`src/rtl/job_dispatcher_pkg.sv`:
```
// Shared parameters, payload types and helpers for the job dispatcher.
package job_dispatcher_pkg;

  localparam int unsigned NUM_JOB_PE           = 4;
  localparam int unsigned HASH_ISSUE_WIDTH     = 4;
  localparam int unsigned JOB_LEN              = 16;
  localparam int unsigned ADDR_WIDTH           = 32;
  localparam int unsigned META_MATCH_LEN_WIDTH = 5;

  localparam int unsigned BATCHES_PER_JOB = JOB_LEN / HASH_ISSUE_WIDTH;
  localparam int unsigned BATCH_CNT_W     = $clog2(BATCHES_PER_JOB);
  localparam int unsigned PE_IDX_W        = $clog2(NUM_JOB_PE);
  localparam int unsigned HIST_ADDR_W     = HASH_ISSUE_WIDTH * ADDR_WIDTH;
  localparam int unsigned META_LEN_W      = HASH_ISSUE_WIDTH * META_MATCH_LEN_WIDTH;

  typedef logic [PE_IDX_W-1:0]    pe_idx_t;
  typedef logic [BATCH_CNT_W-1:0] batch_cnt_t;
  typedef logic [ADDR_WIDTH-1:0]  addr_t;

  // One hash batch as it travels from the hash stage to a job_pe.
  typedef struct packed {
    addr_t                       head_addr;
    logic [HASH_ISSUE_WIDTH-1:0] history_valid;
    logic [HIST_ADDR_W-1:0]      history_addr;
    logic [META_LEN_W-1:0]       meta_match_len;
    logic [HASH_ISSUE_WIDTH-1:0] meta_match_can_ext;
    logic                        delim;
  } hash_batch_t;

  // Output slot contents: the batch plus the PE it is steered to.
  typedef struct packed {
    pe_idx_t     tgt;
    hash_batch_t batch;
  } slot_t;

  // Head address that batch idx of a job must carry; wraps at ADDR_WIDTH.
  function automatic addr_t expected_head(input addr_t job_head, input batch_cnt_t idx);
    addr_t offset;
    offset = ADDR_WIDTH'(idx) * ADDR_WIDTH'(HASH_ISSUE_WIDTH);
    return job_head + offset;
  endfunction

endpackage

```
`src/rtl/job_dispatcher_if.sv`:
```
// Hash-batch stream bus: N_VALID valid/ready lanes sharing one data bus.
interface job_dispatcher_if
  import job_dispatcher_pkg::*;
#(
  parameter int unsigned N_VALID = 1
) ();

  logic [N_VALID-1:0]          valid;
  logic [N_VALID-1:0]          ready;
  addr_t                       head_addr;
  logic [HASH_ISSUE_WIDTH-1:0] history_valid;
  logic [HIST_ADDR_W-1:0]      history_addr;
  logic [META_LEN_W-1:0]       meta_match_len;
  logic [HASH_ISSUE_WIDTH-1:0] meta_match_can_ext;
  logic                        delim;

  modport master (
    output valid,
    output head_addr,
    output history_valid,
    output history_addr,
    output meta_match_len,
    output meta_match_can_ext,
    output delim,
    input  ready
  );

  modport slave (
    input  valid,
    input  head_addr,
    input  history_valid,
    input  history_addr,
    input  meta_match_len,
    input  meta_match_can_ext,
    input  delim,
    output ready
  );

endinterface

```
`src/rtl/job_dispatcher_reg_slice.sv`:
```
// Hash-batch register slice: single-entry valid/ready slot with a
// parameterised payload. Accepts a new entry in the same cycle the held
// one drains, so it sustains one transfer per cycle.
module job_dispatcher_reg_slice #(
  parameter int unsigned W = 8
) (
  input  logic         clk,
  input  logic         rst_n,
  input  logic         in_valid,
  input  logic [W-1:0] in_data,
  output logic         in_ready_c,
  output logic         out_valid,
  output logic [W-1:0] out_data,
  input  logic         out_ready
);

  logic load_c;

  // Slot can take a new entry when empty or when the held entry leaves now.
  assign in_ready_c = !out_valid || out_ready;
  assign load_c     = in_valid && in_ready_c;

  // Held flag: set on load, cleared on a drain without a reload.
  always_ff @(posedge clk) begin
    if (!rst_n) begin
      out_valid <= 1'b0;
    end else if (load_c) begin
      out_valid <= 1'b1;
    end else if (out_ready) begin
      out_valid <= 1'b0;
    end
  end

  // Payload register; only changes on load so it is stable while stalled.
  always_ff @(posedge clk) begin
    if (load_c) begin
      out_data <= in_data;
    end
  end

endmodule

```
`src/rtl/job_dispatcher.sv`:
```
// Groups the hash-batch stream into jobs of BATCHES_PER_JOB batches and
// steers whole jobs to the job_pe array in strict round-robin order, with
// sticky checks for address contiguity and delim placement within a job.
module job_dispatcher
  import job_dispatcher_pkg::*;
(
  input  logic                     clk,
  input  logic                     rst_n,
  job_dispatcher_if.slave          in_bus,
  job_dispatcher_if.master         out_bus,
  output pe_idx_t                  cur_pe,
  output logic                     err_addr,
  output logic                     err_delim
);

  localparam int unsigned SLOT_W = $bits(slot_t);

  batch_cnt_t batch_cnt;
  addr_t      job_head;
  slot_t      in_slot_c;
  slot_t      out_slot;
  logic       slot_valid;
  logic       slot_in_ready_c;
  logic       slot_out_ready_c;
  logic       accept_c;
  logic       last_batch_c;
  logic       addr_err_c;
  logic       delim_err_c;

  // Pack the incoming batch together with the PE that owns the current job.
  always_comb begin
    in_slot_c                          = '0;
    in_slot_c.tgt                      = cur_pe;
    in_slot_c.batch.head_addr          = in_bus.head_addr;
    in_slot_c.batch.history_valid      = in_bus.history_valid;
    in_slot_c.batch.history_addr       = in_bus.history_addr;
    in_slot_c.batch.meta_match_len     = in_bus.meta_match_len;
    in_slot_c.batch.meta_match_can_ext = in_bus.meta_match_can_ext;
    in_slot_c.batch.delim              = in_bus.delim;
  end

  // The held batch drains only on the ready of the PE it is steered to.
  assign slot_out_ready_c = out_bus.ready[out_slot.tgt];

  job_dispatcher_reg_slice #(
    .W (SLOT_W)
  ) u_slot (
    .clk        (clk),
    .rst_n      (rst_n),
    .in_valid   (in_bus.valid[0]),
    .in_data    (in_slot_c),
    .in_ready_c (slot_in_ready_c),
    .out_valid  (slot_valid),
    .out_data   (out_slot),
    .out_ready  (slot_out_ready_c)
  );

  assign in_bus.ready = slot_in_ready_c;
  assign accept_c     = in_bus.valid[0] && slot_in_ready_c;
  assign last_batch_c = (batch_cnt == batch_cnt_t'(BATCHES_PER_JOB - 1));

  // One-hot valid towards the PE that owns the held batch.
  always_comb begin
    out_bus.valid = '0;
    if (slot_valid) begin
      out_bus.valid[out_slot.tgt] = 1'b1;
    end
  end

  // Shared data bus broadcast to every PE.
  assign out_bus.head_addr          = out_slot.batch.head_addr;
  assign out_bus.history_valid      = out_slot.batch.history_valid;
  assign out_bus.history_addr       = out_slot.batch.history_addr;
  assign out_bus.meta_match_len     = out_slot.batch.meta_match_len;
  assign out_bus.meta_match_can_ext = out_slot.batch.meta_match_can_ext;
  assign out_bus.delim              = out_slot.batch.delim;

  // Protocol checks on the batch being accepted this cycle.
  assign addr_err_c  = (batch_cnt != '0) &&
                       (in_bus.head_addr != expected_head(job_head, batch_cnt));
  assign delim_err_c = in_bus.delim && !last_batch_c;

  // Job position counters: advance the PE only after a job's last batch.
  always_ff @(posedge clk) begin
    if (!rst_n) begin
      batch_cnt <= '0;
      cur_pe    <= '0;
    end else if (accept_c) begin
      batch_cnt <= batch_cnt + batch_cnt_t'(1);
      if (last_batch_c) begin
        cur_pe <= cur_pe + pe_idx_t'(1);
      end
    end
  end

  // Base address of the current job, captured from its first batch.
  always_ff @(posedge clk) begin
    if (accept_c && (batch_cnt == '0)) begin
      job_head <= in_bus.head_addr;
    end
  end

  // Sticky error flags; only reset clears them.
  always_ff @(posedge clk) begin
    if (!rst_n) begin
      err_addr  <= 1'b0;
      err_delim <= 1'b0;
    end else if (accept_c) begin
      if (addr_err_c) begin
        err_addr <= 1'b1;
      end
      if (delim_err_c) begin
        err_delim <= 1'b1;
      end
    end
  end

endmodule

```
`src/flat_wrapper.sv`:
```
// flat-port wrapper written by rule: the top's interface ports become plain ports
module job_dispatcher_flat import job_dispatcher_pkg::*;
  (clk, rst_n, cur_pe, err_addr, err_delim, in_bus_valid, in_bus_head_addr, in_bus_history_valid, in_bus_history_addr, in_bus_meta_match_len, in_bus_meta_match_can_ext, in_bus_delim, in_bus_ready, out_bus_valid, out_bus_head_addr, out_bus_history_valid, out_bus_history_addr, out_bus_meta_match_len, out_bus_meta_match_can_ext, out_bus_delim, out_bus_ready);
  job_dispatcher_if #(.N_VALID(1)) in_bus_i ();
  job_dispatcher_if #(.N_VALID(NUM_JOB_PE)) out_bus_i ();
  input  logic clk;
  input  logic rst_n;
  output pe_idx_t cur_pe;
  output logic err_addr;
  output logic err_delim;
  input wire logic [$bits(in_bus_i.valid)-1:0] in_bus_valid;
  input wire logic [$bits(in_bus_i.head_addr)-1:0] in_bus_head_addr;
  input wire logic [$bits(in_bus_i.history_valid)-1:0] in_bus_history_valid;
  input wire logic [$bits(in_bus_i.history_addr)-1:0] in_bus_history_addr;
  input wire logic [$bits(in_bus_i.meta_match_len)-1:0] in_bus_meta_match_len;
  input wire logic [$bits(in_bus_i.meta_match_can_ext)-1:0] in_bus_meta_match_can_ext;
  input wire logic [$bits(in_bus_i.delim)-1:0] in_bus_delim;
  output wire logic [$bits(in_bus_i.ready)-1:0] in_bus_ready;
  output wire logic [$bits(out_bus_i.valid)-1:0] out_bus_valid;
  output wire logic [$bits(out_bus_i.head_addr)-1:0] out_bus_head_addr;
  output wire logic [$bits(out_bus_i.history_valid)-1:0] out_bus_history_valid;
  output wire logic [$bits(out_bus_i.history_addr)-1:0] out_bus_history_addr;
  output wire logic [$bits(out_bus_i.meta_match_len)-1:0] out_bus_meta_match_len;
  output wire logic [$bits(out_bus_i.meta_match_can_ext)-1:0] out_bus_meta_match_can_ext;
  output wire logic [$bits(out_bus_i.delim)-1:0] out_bus_delim;
  input wire logic [$bits(out_bus_i.ready)-1:0] out_bus_ready;
  assign in_bus_i.valid = in_bus_valid;
  assign in_bus_i.head_addr = in_bus_head_addr;
  assign in_bus_i.history_valid = in_bus_history_valid;
  assign in_bus_i.history_addr = in_bus_history_addr;
  assign in_bus_i.meta_match_len = in_bus_meta_match_len;
  assign in_bus_i.meta_match_can_ext = in_bus_meta_match_can_ext;
  assign in_bus_i.delim = in_bus_delim;
  assign in_bus_ready = in_bus_i.ready;
  assign out_bus_valid = out_bus_i.valid;
  assign out_bus_head_addr = out_bus_i.head_addr;
  assign out_bus_history_valid = out_bus_i.history_valid;
  assign out_bus_history_addr = out_bus_i.history_addr;
  assign out_bus_meta_match_len = out_bus_i.meta_match_len;
  assign out_bus_meta_match_can_ext = out_bus_i.meta_match_can_ext;
  assign out_bus_delim = out_bus_i.delim;
  assign out_bus_i.ready = out_bus_ready;
  job_dispatcher u_core (.clk(clk), .rst_n(rst_n), .in_bus(in_bus_i), .out_bus(out_bus_i), .cur_pe(cur_pe), .err_addr(err_addr), .err_delim(err_delim));
endmodule
```
`config.mk`:
```
export PLATFORM = sky130hd
export DESIGN_NAME = job_dispatcher_flat
export DESIGN_NICKNAME = d
export VERILOG_FILES = /design/src/rtl/job_dispatcher_pkg.sv /design/src/rtl/job_dispatcher_if.sv /design/src/rtl/job_dispatcher_reg_slice.sv /design/src/rtl/job_dispatcher.sv /design/src/flat_wrapper.sv
export SDC_FILE = /design/constraint.sdc
export NUM_CORES = 1
export LEC_CHECK = 0
export ABC_AREA = 1
export CAP_MARGIN = 5
export CORE_AREA = 2 2 151 153
export CTS_CLUSTER_SIZE = 12
export DETAILED_ROUTE_END_ITERATION = 16
export DIE_AREA = 0 0 153 155
export PLACE_DENSITY = 0.86
export SYNTH_ARGS = -nofsm -noshare
export SYNTH_HDL_FRONTEND = slang
export SYNTH_HIERARCHICAL = 1
export SYNTH_SLANG_ARGS = --single-unit
export TNS_END_PERCENT = 10
```
`constraint.sdc`:
```
create_clock -name clk -period 12.25 [get_ports clk]
set_input_delay 1.225 -clock clk [delete_from_list [all_inputs] [get_ports clk]]
set_output_delay 1.225 -clock clk [all_outputs]
set_load 0.03 [all_outputs]
```
# Word level (Yosys, flattened, before mapping)
# Index checks and enable logic that the tools add are counted.
dict set report word_totals {
  inputBits 196
  reg_bits 230
  out_inout_bits 198
  wordCells 35
}
dict set report classes {
  reduce_logical 14
  add_sub_neg 3
  n_eq_ne 2
  mux 7
  n_lt_le_gt_ge 2
}
# operator n
set ops {}
lappend ops {{adder 32 x 4 -> 32 bit} 1}
lappend ops {{inequality test 32 bit} 1}
lappend ops {{AND reduction 2 bit} 3}
lappend ops {{logical AND 1 bit} 5}
lappend ops {{adder 2 x 1 -> 2 bit (second input constant)} 2}
lappend ops {{2-to-1 mux 1 bit} 4}
lappend ops {{2-to-1 mux 4 bit} 1}
lappend ops {{nonzero test 2 bit} 2}
lappend ops {{less-than comparator 2 x 3 -> 1 bit (second input constant)} 1}
lappend ops {{binary-select mux 1 bit (select 2 bit)} 1}
lappend ops {{demux 1 bit (select 2 bit)} 1}
lappend ops {{== test 2 bit (second input constant)} 1}
lappend ops {{greater-or-equal comparator 2 x 1 -> 1 bit (second input constant)} 1}
lappend ops {{zero test 1 bit} 2}
lappend ops {{zero test 2 bit} 1}
lappend ops {{logical OR 1 bit} 1}

# Depth between registers and ports, before layout
dict set report depth {
  depth_word 5
  ltp_mapped 17
  ltp_nobuf 17
}

# By module
# Netlist, hierarchy kept.
# mod cells_per_inst n_inst area_per_inst_um2
set modules_own_cells {}
lappend modules_own_cells {job_dispatcher_reg_slice 198 1 5786.8}
lappend modules_own_cells {job_dispatcher 405 1 2876.5}

# Worst setup path before layout
# No wires, ideal clock.
dict set report synth_path {
  path_kind {input port to flip-flop}
  from {in out_bus_ready[1]}
  to {reg u_core.u_slot.out_data[0], enable pin}
  cell_stages 4
  setup_ps 805
  t_arrival_ps 10575
  path_slack_ps 870
  cell_sequence {nand3_1 nand4_1 inv_2 a21oi_1}
}
dict set report synth_between {
  elab_chain_cells 4
}
# element line_no
set synth_rtl {}
lappend synth_rtl {{start: declaration} flat_wrapper.sv:26} ;# input wire logic [$bits(out_bus_i.ready)-1:0] out_bus_ready;
lappend synth_rtl {{binary-select mux 1 bit (select 2 bit)} job_dispatcher.sv:43} ;# assign slot_out_ready_c = out_bus.ready[out_slot.tgt];
lappend synth_rtl {{2-to-1 mux 1 bit (not written as such)} job_dispatcher.sv:43}
lappend synth_rtl {{net u_core.slot_out_ready_c} job_dispatcher.sv:24} ;# logic slot_out_ready_c;
lappend synth_rtl {{logical OR 1 bit} job_dispatcher_reg_slice.sv:20} ;# assign in_ready_c = !out_valid || out_ready;
lappend synth_rtl {{logical AND 1 bit} job_dispatcher_reg_slice.sv:21} ;# assign load_c = in_valid && in_ready_c;
lappend synth_rtl {{net u_core.u_slot.load_c} job_dispatcher_reg_slice.sv:17} ;# logic load_c;
lappend synth_rtl {{end signal: assignment} job_dispatcher_reg_slice.sv:37} ;# out_data <= in_data;
lappend synth_rtl {{end: declaration} job_dispatcher_reg_slice.sv:13} ;# output logic [W-1:0] out_data,
# The timed path passes the listed nets, and every way through them passes these cells. The select of a mux whose other input is x is not followed.
# A chain may end at the register's enable or synchronous reset.

# Worst setup path in the final report
dict set report layout_path {
  from {in out_bus_ready[1]}
  to {out in_bus_ready}
}
dict set report layout_between {
  elab_chain_cells 3
}
# element line_no
set layout_rtl {}
lappend layout_rtl {{binary-select mux 1 bit (select 2 bit)} job_dispatcher.sv:43}
lappend layout_rtl {{2-to-1 mux 1 bit (not written as such)} job_dispatcher.sv:43}
lappend layout_rtl {{net u_core.slot_out_ready_c} job_dispatcher.sv:24}
lappend layout_rtl {{logical OR 1 bit} job_dispatcher_reg_slice.sv:20}
lappend layout_rtl {{end: declaration} flat_wrapper.sv:18} ;# output wire logic [$bits(in_bus_i.ready)-1:0] in_bus_ready;
# The timed path passes the listed nets, and every way through them passes these cells. The select of a mux whose other input is x is not followed.

==> impl_metrics.toml <==
[drt]
postRouteAntennaNets = 0
wirelength_microns = 24700
drc = 0
drtIter0Drc = 395
num_vias = 6257
wl_per_cell_microns = 18.5
routed_via_density = 4.70
drt_pass1_iterations = 7

[clock_tree]
cts-root-buf = "clkbuf_16"
cts_made_buffers = 26
cts_hold_buf = 0
clock_sink_count = 230
clk_pin_slew_ns = 0.06
post-cts-setup-buffers = 0
h-tree-depth = 1
cts_resized = 0
cts_tree = "yes"
clkLatencyLatePin_ns = 0.52
clockBufferDepth = 3

[grt]
grt_pass1_wl_microns = 36400
grt_pass1_vias = 6278
grtUsageTotal_pct = 20.1
grt_max_degree = 75
overflow = 0
antenna_found_initial = 1

[timing]
hold_violations = 0
worst_slew_pin_slew_ns = 0.928
max_freq_ghz = 0.252
finalCritPeriodShare_pct = 32.4
rsz0062_at_grt = "false"
hold_slack_ns = 0.450
fin_setup_tns_ns = 0
slew_violations = 0
setup_viol = 0
maxSlewHeadroom_pct = 38.2
finalCriticalPeriod_ns = 3.96
clock_skew_ns = 0.0130

[finish]
layout-drive-gt1-share_pct = 6.02
regArea_sq_um = 6840
multi_input_area_sq_um = 1600
fin_nets = 1229
fillers = 1675
area_delta_synth_final_pct = 59.6

[critical_path]
cp-startpoint = "out_bus_ready[1]"
endpoint_kind = "output pin"
r2r_start = "u_core/u_slot/out_data[189]$_DFFE_PP_"
crit_fanout = 4
cp-start-kind = "primary input"
path_class = "primary input to output pin"
required_ns = 11.02
worstPathArrival_ns = 2.74

[pwr]
peakVddDrop_mv = 0.120
clkPwrFrac_pct = 37.0
seqPwrFrac_pct = 47.2
p_comb_share_pct = 15.8
p_leak_nw = 5.15
p_switching_mw = 0.498
swShare_pct = 24.8
internal-power_mw = 1.51
pwr_density_cell_nw_per_um2 = 146

[run_status]
status = "complete, no violations"

[synth]
async_flop_share_pct = 0
synth_ff_type = "edfxtp_1"
synth_area_sq_um = 8660
syn_avg_cell_area_sq_um = 14.4
synthCells = 603
synth_area_leader_cell = "edfxtp_1"
synth.most_common_cell = "edfxtp_1"
yosysTopAreaCellShare_pct = 77.3
ys_ff_latch = 230
ys_top_cells_by_area = "edfxtp_1, nand2_1, inv_1"
yosys_warnings = 6
syn-num-nets = 804
synth_seq_area_share_pct = 78.9
synth_commonest_cells = "edfxtp_1, nand2_1, inv_1"
yosysUniqueCellTypes = 31
synth_edf_count = 223

[floorplan]
io_pins = 394
die_w_microns = 153
start_util_pct = 39.0
die_area_sq_um = 23700
core.rowCount = 55
core_sq_um = 22200
die_y_microns = 155

[min_path]
hp-start = "u_core/err_addr$_SDFFE_PN0P_"
hp-class = "flip-flop to flip-flop"

[place]
hpwl_microns = 18800
place_congestion = 0.875
io_buffers = 393

[flow_run]
cap_violations = 0
power by group through the flow:
| stage | Sequential (mW) | Clock (mW) | Combinational, mW |
|---|---|---|---|
| floorplan | 1.06 | 0 | 0.0631 |
| global placement | 0.963 | 0 | 0.314 |
| detailed placement | 0.966 | 0 | 0.319 |
| CTS | 0.951 | 0.766 | 0.321 |
| global route | 0.955 | 0.798 | 0.336 |
| finish | 0.950 | 0.744 | 0.319 |
through the flow:
step	cells	util (%)	total power [mW]	setup slack, ns	area [sq um]
3_3_place_gp	1285	58.5	1.28	8.34	13000
5_1_grt	1332	62.2	2.09	8.18	13800
6_report	1332	62.2	2.01	8.29	13800
2_1_floorplan	603	-	1.13	0.870	8660
4_1_cts	1331	62.2	2.04	8.28	13800
3_5_place_dp	1285	58.5	1.29	8.25	13000
cell type report:
| class | count | share of cell area (%) |
|---|---|---|
| tap | 285 | 2.58 |
| timing repair buffer | 397 | 28.7 |
| antenna | 1 | 0.0181 |
| sequential | 230 | 49.5 |
| inverter | 63 | 1.71 |
| multi-input combinational | 310 | 11.6 |
| clock inverter | 11 | 0.860 |
| clock buffer | 35 | 5.10 |
final timing paths:
path	slack, ns	to	cells past startpoint
worst max-delay path	8.29	in_bus_ready	6
worst min-delay path	0.45	u_core/err_addr$_SDFFE_PN0P_	2
worst min register to register	0.45	u_core/err_addr$_SDFFE_PN0P_	2
worst max register to register	9.32	u_core/u_slot/out_data[4]$_DFFE_PP_	7
state kept, by name (all words and copies together), names as in the netlist:
signal                   count
u_core/err_delim             1
u_core/cur_pe                2
u_core/err_addr              1
u_core/batch_cnt             2
u_core/u_slot/out_data     191
u_core/u_slot/out_valid      1
u_core/job_head             32
layout by cell type (no fill, tap or decap), types with 3 or more instances in the layout:
master,count
clkbuf_16,26
nor2_1,48
nand3_1,30
ha_1,4
xor2_1,6
clkinv_1,5
nand3b_1,7
dfxtp_1,7
buf_4,4
nor2_2,3
edfxtp_1,223
nor2_4,6
nand2_2,5
inv_1,62
nor3_1,6
clkbuf_1,7
nand2_1,145
o21ai_0,4
nand4_1,11
xnor2_1,12
a21oi_1,5
clkdlybuf4s50_1,393
critical path: stages:
cell and delay, ns:
clkdlybuf4s50_1 0.47, nand3_1 0.08, nand4_1 0.11, inv_2 0.06, nand2_2 0.10, clkdlybuf4s50_1 0.70
per-layer routing:
layer  GRT usage [%]  part of all wire, %
met4            5.91                  2.4
met1            23.8                   37
met5               0                    0
met2            35.3                   51
met3            6.30                  9.2
logic make-up (layout without fill, tap and decap cells):
logic type	after synthesis	count (layout)	share of synthesized area [%]
and+or+nand+nor	271	271	14.7
other	0	1	0
xor gates and xnor gates	18	18	1.82
AOI/OAI and AO/OA	16	16	1.05
buffers and inverters	63	506	2.73
adders and majority gates	5	5	0.809
DFF	230	230	78.9
No activity file was read; power rests on OpenSTA's default activity.
